$ cat src/rtl/batch_xfer_sequencer_pkg.sv
// Shared encodings for the batch transfer sequencer: command ops, result status
// and the sequencing FSM states.
package batch_xfer_sequencer_pkg;

  localparam logic [1:0] OP_RSVD   = 2'b00;
  localparam logic [1:0] OP_WR     = 2'b01;
  localparam logic [1:0] OP_RD     = 2'b10;
  localparam logic [1:0] OP_DUPLEX = 2'b11;

  localparam logic [1:0] STAT_OK      = 2'b00;
  localparam logic [1:0] STAT_INVALID = 2'b01;
  localparam logic [1:0] STAT_ABORTED = 2'b10;

  typedef enum logic [1:0] {
    ST_IDLE  = 2'b00,
    ST_CHECK = 2'b01,
    ST_RUN   = 2'b10,
    ST_DONE  = 2'b11
  } state_e;

  // A side's bank range must be ordered, inside the bank array and non-empty.
  function automatic logic side_cfg_ok(input int unsigned first,
                                       input int unsigned last,
                                       input int unsigned banks,
                                       input logic        count_nz);
    return (first <= last) && (last < banks) && count_nz;
  endfunction

endpackage

$ cat src/rtl/xfer_side_counter.sv
// Bank index and beat counter for one transfer side; walks first..last banks,
// count beats each, switching banks without a bubble.
module xfer_side_counter #(
  parameter int BANK_W = 4,
  parameter int ADDR_W = 16
) (
  input  logic              aclk,
  input  logic              aresetn,
  input  logic              i_load,
  input  logic              i_run,
  input  logic              i_step,
  input  logic [BANK_W-1:0] i_bank_first,
  input  logic [BANK_W-1:0] i_bank_last,
  input  logic [ADDR_W-1:0] i_count,
  output logic [BANK_W-1:0] o_bank,
  output logic [ADDR_W-1:0] o_beat_idx,
  output logic              o_active,
  output logic              o_done
);

  localparam logic [BANK_W-1:0] BANK_ONE = BANK_W'(32'd1);
  localparam logic [ADDR_W-1:0] ADDR_ONE = ADDR_W'(32'd1);

  logic [BANK_W-1:0] r_bank;
  logic [ADDR_W-1:0] r_idx;
  logic              r_finished;
  logic              w_beat;
  logic              w_idx_last;
  logic              w_bank_last;

  assign w_beat      = o_active && i_step;
  assign w_idx_last  = (r_idx == (i_count - ADDR_ONE));
  assign w_bank_last = (r_bank == i_bank_last);

  assign o_bank     = r_bank;
  assign o_beat_idx = r_idx;
  assign o_active   = i_run && !r_finished;
  // Finishing counts as done so the FSM leaves RUN right after the last beat.
  assign o_done     = r_finished || (w_beat && w_idx_last && w_bank_last);

  // Bank/beat progression.
  always_ff @(posedge aclk) begin
    if (!aresetn) begin
      r_bank     <= {BANK_W{1'b0}};
      r_idx      <= {ADDR_W{1'b0}};
      r_finished <= 1'b0;
    end else if (i_load) begin
      r_bank     <= i_bank_first;
      r_idx      <= {ADDR_W{1'b0}};
      r_finished <= 1'b0;
    end else if (w_beat) begin
      if (w_idx_last) begin
        if (w_bank_last) begin
          r_finished <= 1'b1;
        end else begin
          r_bank <= r_bank + BANK_ONE;
          r_idx  <= {ADDR_W{1'b0}};
        end
      end else begin
        r_idx <= r_idx + ADDR_ONE;
      end
    end else begin
      r_bank     <= r_bank;
      r_idx      <= r_idx;
      r_finished <= r_finished;
    end
  end

endmodule

$ cat src/rtl/batch_xfer_sequencer.sv
// Batch transfer sequencer: takes one command, validates it, then walks write
// and/or read BRAM banks issuing enables and addresses until done or aborted.
module batch_xfer_sequencer
  import batch_xfer_sequencer_pkg::*;
#(
  parameter int WR_BANKS = 16,
  parameter int RD_BANKS = 8,
  parameter int ADDR_W   = 16,
  localparam int WB_W    = $clog2(WR_BANKS),
  localparam int RB_W    = $clog2(RD_BANKS)
) (
  input  logic              aclk,
  input  logic              aresetn,
  input  logic              cmd_valid,
  output logic              cmd_ready,
  input  logic [1:0]        cmd_op,
  input  logic [WB_W-1:0]   wr_bank_first,
  input  logic [WB_W-1:0]   wr_bank_last,
  input  logic [ADDR_W-1:0] wr_base,
  input  logic [ADDR_W-1:0] wr_count,
  input  logic [RB_W-1:0]   rd_bank_first,
  input  logic [RB_W-1:0]   rd_bank_last,
  input  logic [ADDR_W-1:0] rd_base,
  input  logic [ADDR_W-1:0] rd_count,
  input  logic              abort,
  input  logic              wr_beat,
  output logic              wr_we,
  output logic [ADDR_W-1:0] wr_addr,
  output logic [WB_W-1:0]   demux_sel,
  output logic              rd_en,
  output logic [ADDR_W-1:0] rd_addr,
  output logic [RB_W-1:0]   mux_sel,
  output logic              busy,
  output logic              done,
  output logic [1:0]        status
);

  state_e            r_state;
  state_e            w_state_nxt;
  logic [1:0]        r_op;
  logic [1:0]        r_status;
  logic [WB_W-1:0]   r_wr_first;
  logic [WB_W-1:0]   r_wr_last;
  logic [ADDR_W-1:0] r_wr_base;
  logic [ADDR_W-1:0] r_wr_count;
  logic [RB_W-1:0]   r_rd_first;
  logic [RB_W-1:0]   r_rd_last;
  logic [ADDR_W-1:0] r_rd_base;
  logic [ADDR_W-1:0] r_rd_count;
  logic [RB_W-1:0]   r_mux_sel;

  logic              w_accept;
  logic              w_wr_side;
  logic              w_rd_side;
  logic              w_cfg_ok;
  logic              w_load;
  logic              w_run;
  logic              w_all_fin;
  logic [WB_W-1:0]   w_wr_bank;
  logic [ADDR_W-1:0] w_wr_idx;
  logic              w_wr_active;
  logic              w_wr_done;
  logic [RB_W-1:0]   w_rd_bank;
  logic [ADDR_W-1:0] w_rd_idx;
  logic              w_rd_active;
  logic              w_rd_done;

  assign w_accept  = cmd_valid && (r_state == ST_IDLE);
  assign w_wr_side = (r_op == OP_WR) || (r_op == OP_DUPLEX);
  assign w_rd_side = (r_op == OP_RD) || (r_op == OP_DUPLEX);
  assign w_cfg_ok  = (r_op != OP_RSVD)
      && (!w_wr_side || side_cfg_ok(32'(r_wr_first), 32'(r_wr_last), unsigned'(WR_BANKS),
                                    (r_wr_count != {ADDR_W{1'b0}})))
      && (!w_rd_side || side_cfg_ok(32'(r_rd_first), 32'(r_rd_last), unsigned'(RD_BANKS),
                                    (r_rd_count != {ADDR_W{1'b0}})));
  assign w_load    = (r_state == ST_CHECK) && w_cfg_ok;
  assign w_run     = (r_state == ST_RUN);
  assign w_all_fin = (!w_wr_side || w_wr_done) && (!w_rd_side || w_rd_done);

  xfer_side_counter #(.BANK_W(WB_W), .ADDR_W(ADDR_W)) u_wr_side (
    .aclk         (aclk),
    .aresetn      (aresetn),
    .i_load       (w_load),
    .i_run        (w_run && w_wr_side),
    .i_step       (wr_beat),
    .i_bank_first (r_wr_first),
    .i_bank_last  (r_wr_last),
    .i_count      (r_wr_count),
    .o_bank       (w_wr_bank),
    .o_beat_idx   (w_wr_idx),
    .o_active     (w_wr_active),
    .o_done       (w_wr_done)
  );

  xfer_side_counter #(.BANK_W(RB_W), .ADDR_W(ADDR_W)) u_rd_side (
    .aclk         (aclk),
    .aresetn      (aresetn),
    .i_load       (w_load),
    .i_run        (w_run && w_rd_side),
    .i_step       (1'b1),
    .i_bank_first (r_rd_first),
    .i_bank_last  (r_rd_last),
    .i_count      (r_rd_count),
    .o_bank       (w_rd_bank),
    .o_beat_idx   (w_rd_idx),
    .o_active     (w_rd_active),
    .o_done       (w_rd_done)
  );

  // FSM state register.
  always_ff @(posedge aclk) begin
    if (!aresetn) begin
      r_state <= ST_IDLE;
    end else begin
      r_state <= w_state_nxt;
    end
  end

  // FSM next-state logic; abort only matters while running.
  always_comb begin
    w_state_nxt = r_state;
    case (r_state)
      ST_IDLE:  w_state_nxt = w_accept ? ST_CHECK : ST_IDLE;
      ST_CHECK: w_state_nxt = w_cfg_ok ? ST_RUN : ST_DONE;
      ST_RUN:   w_state_nxt = (w_all_fin || abort) ? ST_DONE : ST_RUN;
      ST_DONE:  w_state_nxt = ST_IDLE;
      default:  w_state_nxt = ST_IDLE;
    endcase
  end

  // Command latch, result status and read-return bank select.
  always_ff @(posedge aclk) begin
    if (!aresetn) begin
      r_op       <= OP_RSVD;
      r_status   <= STAT_OK;
      r_wr_first <= {WB_W{1'b0}};
      r_wr_last  <= {WB_W{1'b0}};
      r_wr_base  <= {ADDR_W{1'b0}};
      r_wr_count <= {ADDR_W{1'b0}};
      r_rd_first <= {RB_W{1'b0}};
      r_rd_last  <= {RB_W{1'b0}};
      r_rd_base  <= {ADDR_W{1'b0}};
      r_rd_count <= {ADDR_W{1'b0}};
      r_mux_sel  <= {RB_W{1'b0}};
    end else begin
      if (w_accept) begin
        r_op       <= cmd_op;
        r_wr_first <= wr_bank_first;
        r_wr_last  <= wr_bank_last;
        r_wr_base  <= wr_base;
        r_wr_count <= wr_count;
        r_rd_first <= rd_bank_first;
        r_rd_last  <= rd_bank_last;
        r_rd_base  <= rd_base;
        r_rd_count <= rd_count;
      end
      // A final beat that coincides with abort still completes cleanly.
      if (w_accept) begin
        r_status <= STAT_OK;
      end else if ((r_state == ST_CHECK) && !w_cfg_ok) begin
        r_status <= STAT_INVALID;
      end else if (w_run && abort && !w_all_fin) begin
        r_status <= STAT_ABORTED;
      end else begin
        r_status <= r_status;
      end
      r_mux_sel <= w_rd_active ? w_rd_bank : {RB_W{1'b0}};
    end
  end

  // FSM / datapath outputs; an idle or finished side drives all zeros.
  always_comb begin
    cmd_ready = (r_state == ST_IDLE);
    busy      = (r_state != ST_IDLE);
    done      = (r_state == ST_DONE);
    status    = r_status;
    mux_sel   = r_mux_sel;
    if (w_wr_active) begin
      wr_we     = wr_beat;
      wr_addr   = r_wr_base + w_wr_idx;
      demux_sel = w_wr_bank;
    end else begin
      wr_we     = 1'b0;
      wr_addr   = {ADDR_W{1'b0}};
      demux_sel = {WB_W{1'b0}};
    end
    if (w_rd_active) begin
      rd_en   = 1'b1;
      rd_addr = r_rd_base + w_rd_idx;
    end else begin
      rd_en   = 1'b0;
      rd_addr = {ADDR_W{1'b0}};
    end
  end

endmodule

$ cat config.mk
export PLATFORM = sky130hd
export DESIGN_NAME = batch_xfer_sequencer
export DESIGN_NICKNAME = d
export VERILOG_FILES = /design/src/rtl/batch_xfer_sequencer_pkg.sv /design/src/rtl/xfer_side_counter.sv /design/src/rtl/batch_xfer_sequencer.sv
export SDC_FILE = /design/constraint.sdc
export NUM_CORES = 1
export LEC_CHECK = 0
export ABC_AREA = 1
export CAP_MARGIN = 30
export CORE_MARGIN = 10
export CORE_UTILIZATION = 40
export DETAILED_ROUTE_END_ITERATION = 6
export GPL_TIMING_DRIVEN = 0
export PLACE_DENSITY = 0.7
export SETUP_SLACK_MARGIN = 0.15
export SYNTH_ARGS = -nofsm -noshare
export SYNTH_HDL_FRONTEND = slang
export SYNTH_SLANG_ARGS = --single-unit
$ cat constraint.sdc
create_clock -name aclk -period 2.3 [get_ports aclk]
set_input_delay 0.46 -clock aclk [delete_from_list [all_inputs] [get_ports aclk]]
set_output_delay 0.46 -clock aclk [all_outputs]
set_load 0.02 [all_outputs]
==> Word-level counts from Yosys, hierarchy flattened <==
Cells that the tools add are included.
{ "totals": {"regBits": 128, "output_inout_bits": 46, "inputBits": 85} }
{ "classes": {"mux": 23, "n_addsub": 8, "eq_ne": 14, "magnitude_cmp": 2, "reduce_logical": 54, "n_bitwise": 1} }
{ "ops": {"columns": ["operator", "n"], "rows": [
  ["16-bit two-way mux", 6],
  ["16-bit by 1-bit adder with 16-bit output, second input constant", 2],
  ["16-bit adder", 2],
  ["16-bit equality test", 2],
  ["16-bit nonzero test", 2],
  ["16-bit by 1-bit subtractor with 16-bit output, second input constant", 2],
  ["4-bit two-way mux", 5],
  ["1-bit logical AND", 19],
  ["2-bit nonzero test", 7],
  ["3-bit two-way mux", 4],
  ["3-bit AND reduction", 4],
  ["1-bit logical OR", 9],
  ["2-bit equality test, second input constant", 4],
  ["2-bit case mux with 4 select lines", 1],
  ["1-bit two-way mux", 7],
  ["1-bit zero test", 6],
  ["2-bit AND reduction", 3],
  ["4-bit by 1-bit adder with 4-bit output, second input constant", 1],
  ["2-bit by 1-bit equality test with 1-bit output, second input constant", 2],
  ["4-bit equality test", 1],
  ["4-bit less-or-equal comparator", 1],
  ["2-bit by 1-bit != test with 1-bit output, second input constant", 2],
  ["2-bit != test, second input constant", 2],
  ["2-bit OR reduction", 2],
  ["other kinds (6)", 6]
]} }

==> Logic depth before layout (Yosys ltp) <==
Gate-level depths: netlist (run 1).
{ "depth": {"ltp_word": 14, "mapped_depth": 18, "ltp_nobuf": 18} }

==> Hierarchy <==
A second synthesis (run 1) with hierarchy kept.
{ "unflattened": {"hier_cells": 1495, "hier_area_um2": 9328.9} }
{ "modules_own_cells": {"columns": ["mod", "n_inst", "area_each_um2", "seq_area_each_um2", "cells_per_inst"], "rows": [
  ["batch_xfer_sequencer", 1, 4938.5, 1741.7, 728],
  ["xfer_side_counter at u_rd_side", 1, 2212.1, 400.4, 387],
  ["xfer_side_counter at u_wr_side", 1, 2178.3, 420.4, 380]
]} }

==> Least setup slack after synthesis (run 1) <==
OpenSTA, ideal clock, no wires.
{ "synth_path": {"path_kind": "register to output", "from": "register u_wr_side.r_idx[0], in the netlist u_wr_side.o_beat_idx[0]", "to": "output wr_addr[14]", "slack_ns": -0.244, "t_arrival_ns": 2.084, "path_stages_with_launch": 12, "required_time_ns": 1.840, "cell_sequence": "dfxtp_1 > ha_1 > fa_1 > nand3_1 > nand3_1 > nand3_1 > nand4_1 > nand2_1 > nand2_1 > a21oi_1 > o21ai_0 > a21oi_1"} }
{ "synth_between": {"elab_chain_len": 2} }
{ "synth_lines": {"columns": ["element", "line", "rtl"], "rows": [
  ["start: declaration", "xfer_side_counter.sv:25", "logic [ADDR_W-1:0] r_idx;"],
  ["start signal: assignment", "xfer_side_counter.sv:45", "r_idx <= {ADDR_W{1'b0}};"],
  ["start signal: assignment", "xfer_side_counter.sv:49", "r_idx <= {ADDR_W{1'b0}};"],
  ["start signal: assignment", "xfer_side_counter.sv:57", "r_idx <= {ADDR_W{1'b0}};"],
  ["16-bit adder", "batch_xfer_sequencer.sv:180", "wr_addr = r_wr_base + w_wr_idx;"],
  ["16-bit two-way mux", "batch_xfer_sequencer.sv:178", "if (w_wr_active) begin"],
  ["end: declaration", "batch_xfer_sequencer.sv:28", "output logic [ADDR_W-1:0] wr_addr,"]
]} }
No other way between the ends.

==> Worst setup path after layout (run 1) <==
{ "layout_path": {"from": "register r_wr_base[2]", "to": "output wr_addr[15]"} }
{ "layout_between": {"elab_chain_len": 2} }
{ "layout_lines": {"columns": ["element", "line", "rtl"], "rows": [
  ["start: declaration", "batch_xfer_sequencer.sv:44", "logic [ADDR_W-1:0] r_wr_base;"],
  ["start signal: assignment", "batch_xfer_sequencer.sv:138", "r_wr_base <= {ADDR_W{1'b0}};"],
  ["start signal: assignment", "batch_xfer_sequencer.sv:150", "r_wr_base <= wr_base;"],
  ["16-bit adder", "batch_xfer_sequencer.sv:180", null],
  ["16-bit two-way mux", "batch_xfer_sequencer.sv:178", null]
]} }
No other way between the ends.

==> out/metrics.csv, run 1 <==
metric,value,unit
yosys warns,0,
die width,167.9,um
via count,10310,
Finished Core Util,63.82,%
IO Count,131,
Final GP Congestion,0.9400,
CTS tree,yes,
die height,167.9,um
setup ws final,-0.5912,ns
Nets,1762,
CP Capture Type,primary output,
H-Tree Depth,4,
pin count of the biggest net entering global routing,17,
HP Class,reg -> reg,
failing checks,setup timing,
Synth Instances,1343,
clk root buf,clkbuf_16,
Syn Area/Cell,6.511,um2
fin cells,1919,
Unique masters post-synth,48,
clock power share,31.4,%
DRC violations left,0,
Core Region,21690,um2
Power per Cell Area,599.8,nW/um2
top-count cell post-synth,nand2_1,
critical path required time,1.84,ns
Seq pwr share,32.3,%
initial DRC count,749,
endpoints failing setup,47,
Seq cells post-synth,128,
ys async rst share,0,%
Sw Pwr,3.113,mW
layout cells sized above 1,33.98,%
antenna violations before repair,0,
critical path class,reg -> out,
RSZ-0062 raised after global routing,true,
clock slew at reported path FFs,0.06,ns
Post-synth EDFFs,0,
"Clk Latency, worst-skew pair",0.44,ns
drt wl/cell,17.92,um
main area contributors after synthesis,"dfxtp_1, nand2_1, nor2_1",
I/O Buffers,129,
Slew headroom,54.41,%
first-pass GRT wire length,50.16,mm
drt first pass iters,7,
total CTS buffers,17,
CP startpoint kind,register,
VDD IR max,477.2,uV
post-layout minimum cycle time,2.891,ns
Max clock buf depth,2,
register area share after synthesis,29.30,%
Final Hold Viols,0,
final wirelength,34.39,mm
TritonCTS Sinks,128,
Max Cap Viol,0,
sw frac,37.49,%
P_leak,5.724,nW
Comb power frac,36.3,%
area grow syn2layout,58.29,%
Post-DP HPWL,22.31,mm
die footprint,28180,um2
Worst Max-Slew Pin Slew,0.6839,ns
Slew Limit Fails,0,
Via density,5.375,
antenna-violating nets left,0,
status,finished with violations,
synthesized cell area,8745,um2
Final Power,8.302,mW
dominant cell type by area after synthesis,dfxtp_1,
ys flop type,dfxtp_1,
Commonest cells post-synth,"nand2_1, nor2_1, dfxtp_1",
clk_skew,0.01241,ns
Inst Count DP,1752,
GR Util All Layers,21.65,%
r2r setup slk,-0.25,ns
grt total ovfl,0,
CP max FO,4,
initial core utilization,40.32,%
post-synth top area share,29.30,%
ANT cells,0,
Worst Path Arrival,2.43,ns
Power Internal,5.190,mW
Final Cycle Share,125.7,%
vias in the first global route,9866,
fmax,345.9,MHz
row count,54,
Syn Nets,1479,
## worst max-delay path: stages (launching register included)
cell and delay [ns]:
dfxtp_2 0.34, ha_4 0.26, a21o_1 0.17, inv_2 0.09, o221ai_4 0.11, nand2_1 0.11, nand3_2 0.09, nand3_2 0.10
nand2_4 0.08, a21oi_4 0.22, o21ai_2 0.12, a21oi_4 0.17, buf_6 0.14
## final cells by class
type	instances	area, um2
inverter	130	506.7
sequential	128	2656
fill	1767	7846
tap	280	350.3
multi-input combinational	1044	6950
clock buffer	22	485.5
timing repair buffer	264	2546
buffer	41	269.0
clock inverter	10	77.57
## path summary, 6_finish.rpt
kind,from,cells after the start,end
setup / recovery,r_wr_base[2],12,wr_addr[15]
hold / removal,r_wr_last[3],2,r_wr_last[3]
setup reg to reg,r_wr_count[0],16,u_wr_side.o_beat_idx[0]
hold reg to reg,r_wr_last[3],2,r_wr_last[3]
## power by group through the flow
| stage | Combinational (mW) | Clock, mW | Sequential [mW] |
|---|---|---|---|
| after floorplan | 1.62 | 0 | 2.64 |
| after global placement | 2.23 | 0 | 2.69 |
| after detailed placement | 2.26 | 0 | 2.70 |
| after CTS | 2.65 | 2.61 | 2.66 |
| after global routing | 3.32 | 2.72 | 2.71 |
| final | 3.01 | 2.61 | 2.68 |
## per-layer routing
layer  GRT usage (%)  part of all wire (%)  routed length, um
met1           25.28                    40              13670
met2           37.65                    49              16920
met3           5.122                   6.8               2355
met4           7.873                   4.2               1447
met5               0                     0                  0
## cells in the final DEF, fill, tap and decap left out, types with 5 or more instances in the layout
cell,instances
inv_1,105
xor2_1,36
dfxtp_2,21
nor2_1,203
clkinv_4,5
nand3_1,57
nand3_4,8
a21oi_4,8
buf_6,71
ha_4,24
o21ai_1,11
nor4_1,6
dfxtp_1,89
nand2_1,211
nand3_2,33
nor2_2,24
ha_1,24
clkbuf_2,8
o21ai_2,21
nor3_1,15
a21oi_1,50
nand4_1,19
nand2_4,17
nor2_4,19
clkbuf_16,20
o21ai_0,89
nand3b_1,8
inv_2,19
nand2_2,32
dfxtp_4,18
buf_4,97
xnor2_1,24
clkbuf_1,22
clkdlybuf4s50_1,88
a21oi_2,53
## through the flow
step	setup TNS [ns]	setup WS [ns]	instance area (um2)	hold slack (ns)
floorplan	0	0.03094	9010	0.4432
global placement	-33.54	-1.001	10650	0.4569
detailed placement	-37.02	-1.039	10650	0.4654
CTS	-9.784	-0.5017	12640	0.4881
global route	-20.02	-0.6475	13840	0.5165
finish	-13.55	-0.5912	13840	0.4809
## state kept, by name, indices dropped and copies added (netlist names)
signal	flops
r_rd_count	16
mux_sel	3
u_rd_side.o_bank	3
status	2
r_wr_first	4
r_wr_count	16
r_wr_base	16
u_rd_side.r_finished	1
u_wr_side.r_finished	1
r_rd_first	3
r_rd_last	3
u_rd_side.o_beat_idx	16
r_wr_last	4
r_state	2
u_wr_side.o_bank	4
r_rd_base	16
r_op	2
u_wr_side.o_beat_idx	16
## cells by family after synthesis
| group | after synthesis | synth area share (%) |
|---|---|---|
| AOI/OAI and AO/OA | 258 | 16.03 |
| xor gates and xnor gates | 63 | 6.396 |
| adders and majority gates | 51 | 7.469 |
| buffers and inverters | 171 | 7.526 |
| DFF | 128 | 29.30 |
| and+or+nand+nor | 672 | 33.28 |
## timing repair
action                     4_1_cts  5_1_grt
buffers inserted                82       50
pin swaps                       70      106
gates cloned                     2        1
setup endpoints to repair      105       87
hold buffers                     0        0
gates resized for setup        421      244
Power figures use the tool's default switching activity.
==> run 2, diff against run 1 <==
Settings changed: ABC_AREA 1 to default, PLACE_DENSITY 0.7 to 0.71.
==> run 2 against run 1 <==
The run still ends with setup timing left; cell area fell by 8.2%; maximum frequency fell by 15%; critical path depth down 1; final cell count decreased by 17%; largest cell class unchanged; highest routed layer unchanged; sequential power fell by 4%; first-iteration DRC count fell by 24%; synthesized cell count fell by 21%; register-to-register slack worse by 0.35 ns.
==> out/metrics.csv, run 2 <==
metric,value,unit
Seq cells post-synth,128,
initial core utilization,41.16,%
status,finished with violations,
Max stage delay on crit path,0.38,ns
failing checks,setup timing,
Final GP Congestion,0.8827,
die height,162.2,um
Max clock buf depth,2,
Power Internal,5.188,mW
first-pass GRT wire length,42.55,mm
endpoints failing setup,71,
row count,51,
critical-path cell list,"ha_4, fa_2, a211oi_4, o21bai_2, a31oi_2, o21ai_2, o41ai_4, buf_4, xor2_2, nor2_2, buf_6",
Syn Area/Cell,7.595,um2
clock slew at reported path FFs,0.06,ns
top-count cell post-synth,nand2_1,
Worst Max-Slew Pin Slew,0.8144,ns
critical path class,reg -> out,
clk root buf,clkbuf_16,
DRC violations left,0,
total CTS buffers,17,
post-layout minimum cycle time,3.401,ns
CP Capture Type,primary output,
Syn Nets,1201,
GR Util All Layers,19.86,%
die footprint,26310,um2
TritonCTS Sinks,128,
Worst Path Arrival,2.94,ns
Commonest cells post-synth,"nand2_1, dfxtp_1, a21oi_1",
Unique masters post-synth,72,
final wirelength,29.51,mm
initial DRC count,566,
vias in the first global route,8390,
HP Class,reg -> reg,
VDD IR max,455.2,uV
Final Cycle Share,147.9,%
main area contributors after synthesis,"dfxtp_1, nand2_1, a21oi_1",
ys async rst share,0,%
Layout fillers,1565,
Placement Cell Area,10080,um2
ys flop type,dfxtp_1,
CP top delay family,compound AO/OA/AOI/OAI gates,
most frequent cells in the layout,"nand2_1, a21oi_1, dfxtp_1",
antenna-violating nets left,0,
design area,12710,um2
synthesized cell area,8089,um2
fmax,294.0,MHz
Final Hold Viols,0,
CP max FO,3,
yosys warns,0,
die width,162.2,um
dominant cell type by area after synthesis,dfxtp_1,
I/O Buffers,129,
layout cells sized above 1,32.53,%
"commonest non-fill, non-tap cell in the layout",nand2_1,
Max Cap Viol,0,
via count,8899,
grt total ovfl,0,
area grow syn2layout,57.14,%
Via density,5.593,
H-Tree Depth,4,
RSZ-0062 raised after global routing,true,
clk_skew,0.007841,ns
Nets,1448,
Slew Limit Fails,0,
IO Count,131,
antenna violations before repair,1,
sw frac,32.06,%
Sw Pwr,2.448,mW
"Clk Latency, worst-skew pair",0.43,ns
Finished Core Util,64.67,%
Post-DP HPWL,19.34,mm
CTS tree,yes,
P_leak,4.946,nW
post-synth top area share,31.68,%
cell at the slowest stage of the critical path,fa_2,
Core Region,19650,um2
register area share after synthesis,31.68,%
r2r setup slk,-0.60,ns
Power per Cell Area,600.8,nW/um2
critical path required time,1.84,ns
CP Buf/Inv Count,2,
Seq pwr share,33.6,%
Comb power frac,29.4,%
drt wl/cell,18.55,um
Synth Instances,1065,
Slew headroom,45.71,%
drt first pass iters,6,
clock power share,36.9,%
CP startpoint kind,register,
Post-synth EDFFs,0,
pin count of the biggest net entering global routing,17,
setup ws final,-1.101,ns
==> run 2: tightest hold or removal path: stages, from the launching register on <==
cell,delay [ns]
dfxtp_1,0.31
nand2_1,0.05
a21oi_1,0.05
==> run 2: area by class of cell <==
type / instances / area (um2) / area share, %
clock buffer: 22 / 495.5 / 3.898
tap: 265 / 331.6 / 2.609
multi-input combinational: 848 / 6390 / 50.27
buffer: 53 / 366.6 / 2.884
clock inverter: 10 / 121.4 / 0.9548
inverter: 36 / 148.9 / 1.171
sequential: 128 / 2644 / 20.80
timing repair buffer: 228 / 2211 / 17.39
antenna: 1 / 2.502 / 0.01969
==> run 2: path summary, 6_finish.rpt <==
check,startpoint,to,cells after the start
worst max-delay path,u_rd_side.o_beat_idx[0],rd_addr[12],11
worst min-delay path,r_wr_first[0],r_wr_first[0],2
worst max register to register,r_rd_count[0],status[1],10
worst min register to register,r_wr_first[0],r_wr_first[0],2
==> run 2: kinds of logic (layout without fill, tap and decap cells) <==
family / count (synthesis) / after routing / synth area share, %
other: 0 / 1 / 0
XOR/XNOR: 74 / 74 / 8.012
AO/OA/AOI/OAI: 253 / 253 / 19.12
flip-flops: 128 / 128 / 31.68
AND/OR/NAND/NOR: 461 / 461 / 27.58
buffers and inverters: 89 / 349 / 4.377
multiplexers: 9 / 9 / 1.160
adder cells (fa/ha/maj): 51 / 51 / 8.074
==> run 2: metal layers <==
metal | track usage [%] | part of all wire [%]
met3 | 4.828 | 5.9
met1 | 22.23 | 39
met2 | 34.39 | 50
met4 | 10.05 | 5.0
met5 | 0 | 0
==> run 2: through the flow <==
step                      hold slack, ns  setup slack [ns]  setup TNS (ns)  total power [mW]  instances
after floorplan                   0.4363           -0.5379          -14.06             3.734       1065
after global placement            0.4464            -1.289          -60.42             4.245       1459
after detailed placement          0.4524            -1.318          -64.41             4.286       1459
after CTS                         0.4616            -1.103          -34.84             7.365       1559
after global routing              0.4825            -1.182          -43.36             7.964       1591
final                             0.4618            -1.101          -36.94             7.636       1591
==> run 2: timing repair <==
action / in CTS / in global routing
pin swaps: 105 / 74
buffers inserted: 65 / 28
setup endpoints to repair: 164 / 98
gates cloned: 3 / 3
gates resized for setup: 371 / 147
hold buffers: 0 / 0
==> run 2: power groups by stage <==
stage	clock network (mW)	logic, mW	registers (mW)
final	2.82	2.25	2.57
after floorplan	0	1.19	2.55
after global routing	2.95	2.43	2.59
after detailed placement	0	1.68	2.61
after global placement	0	1.64	2.60
after CTS	2.83	1.97	2.56
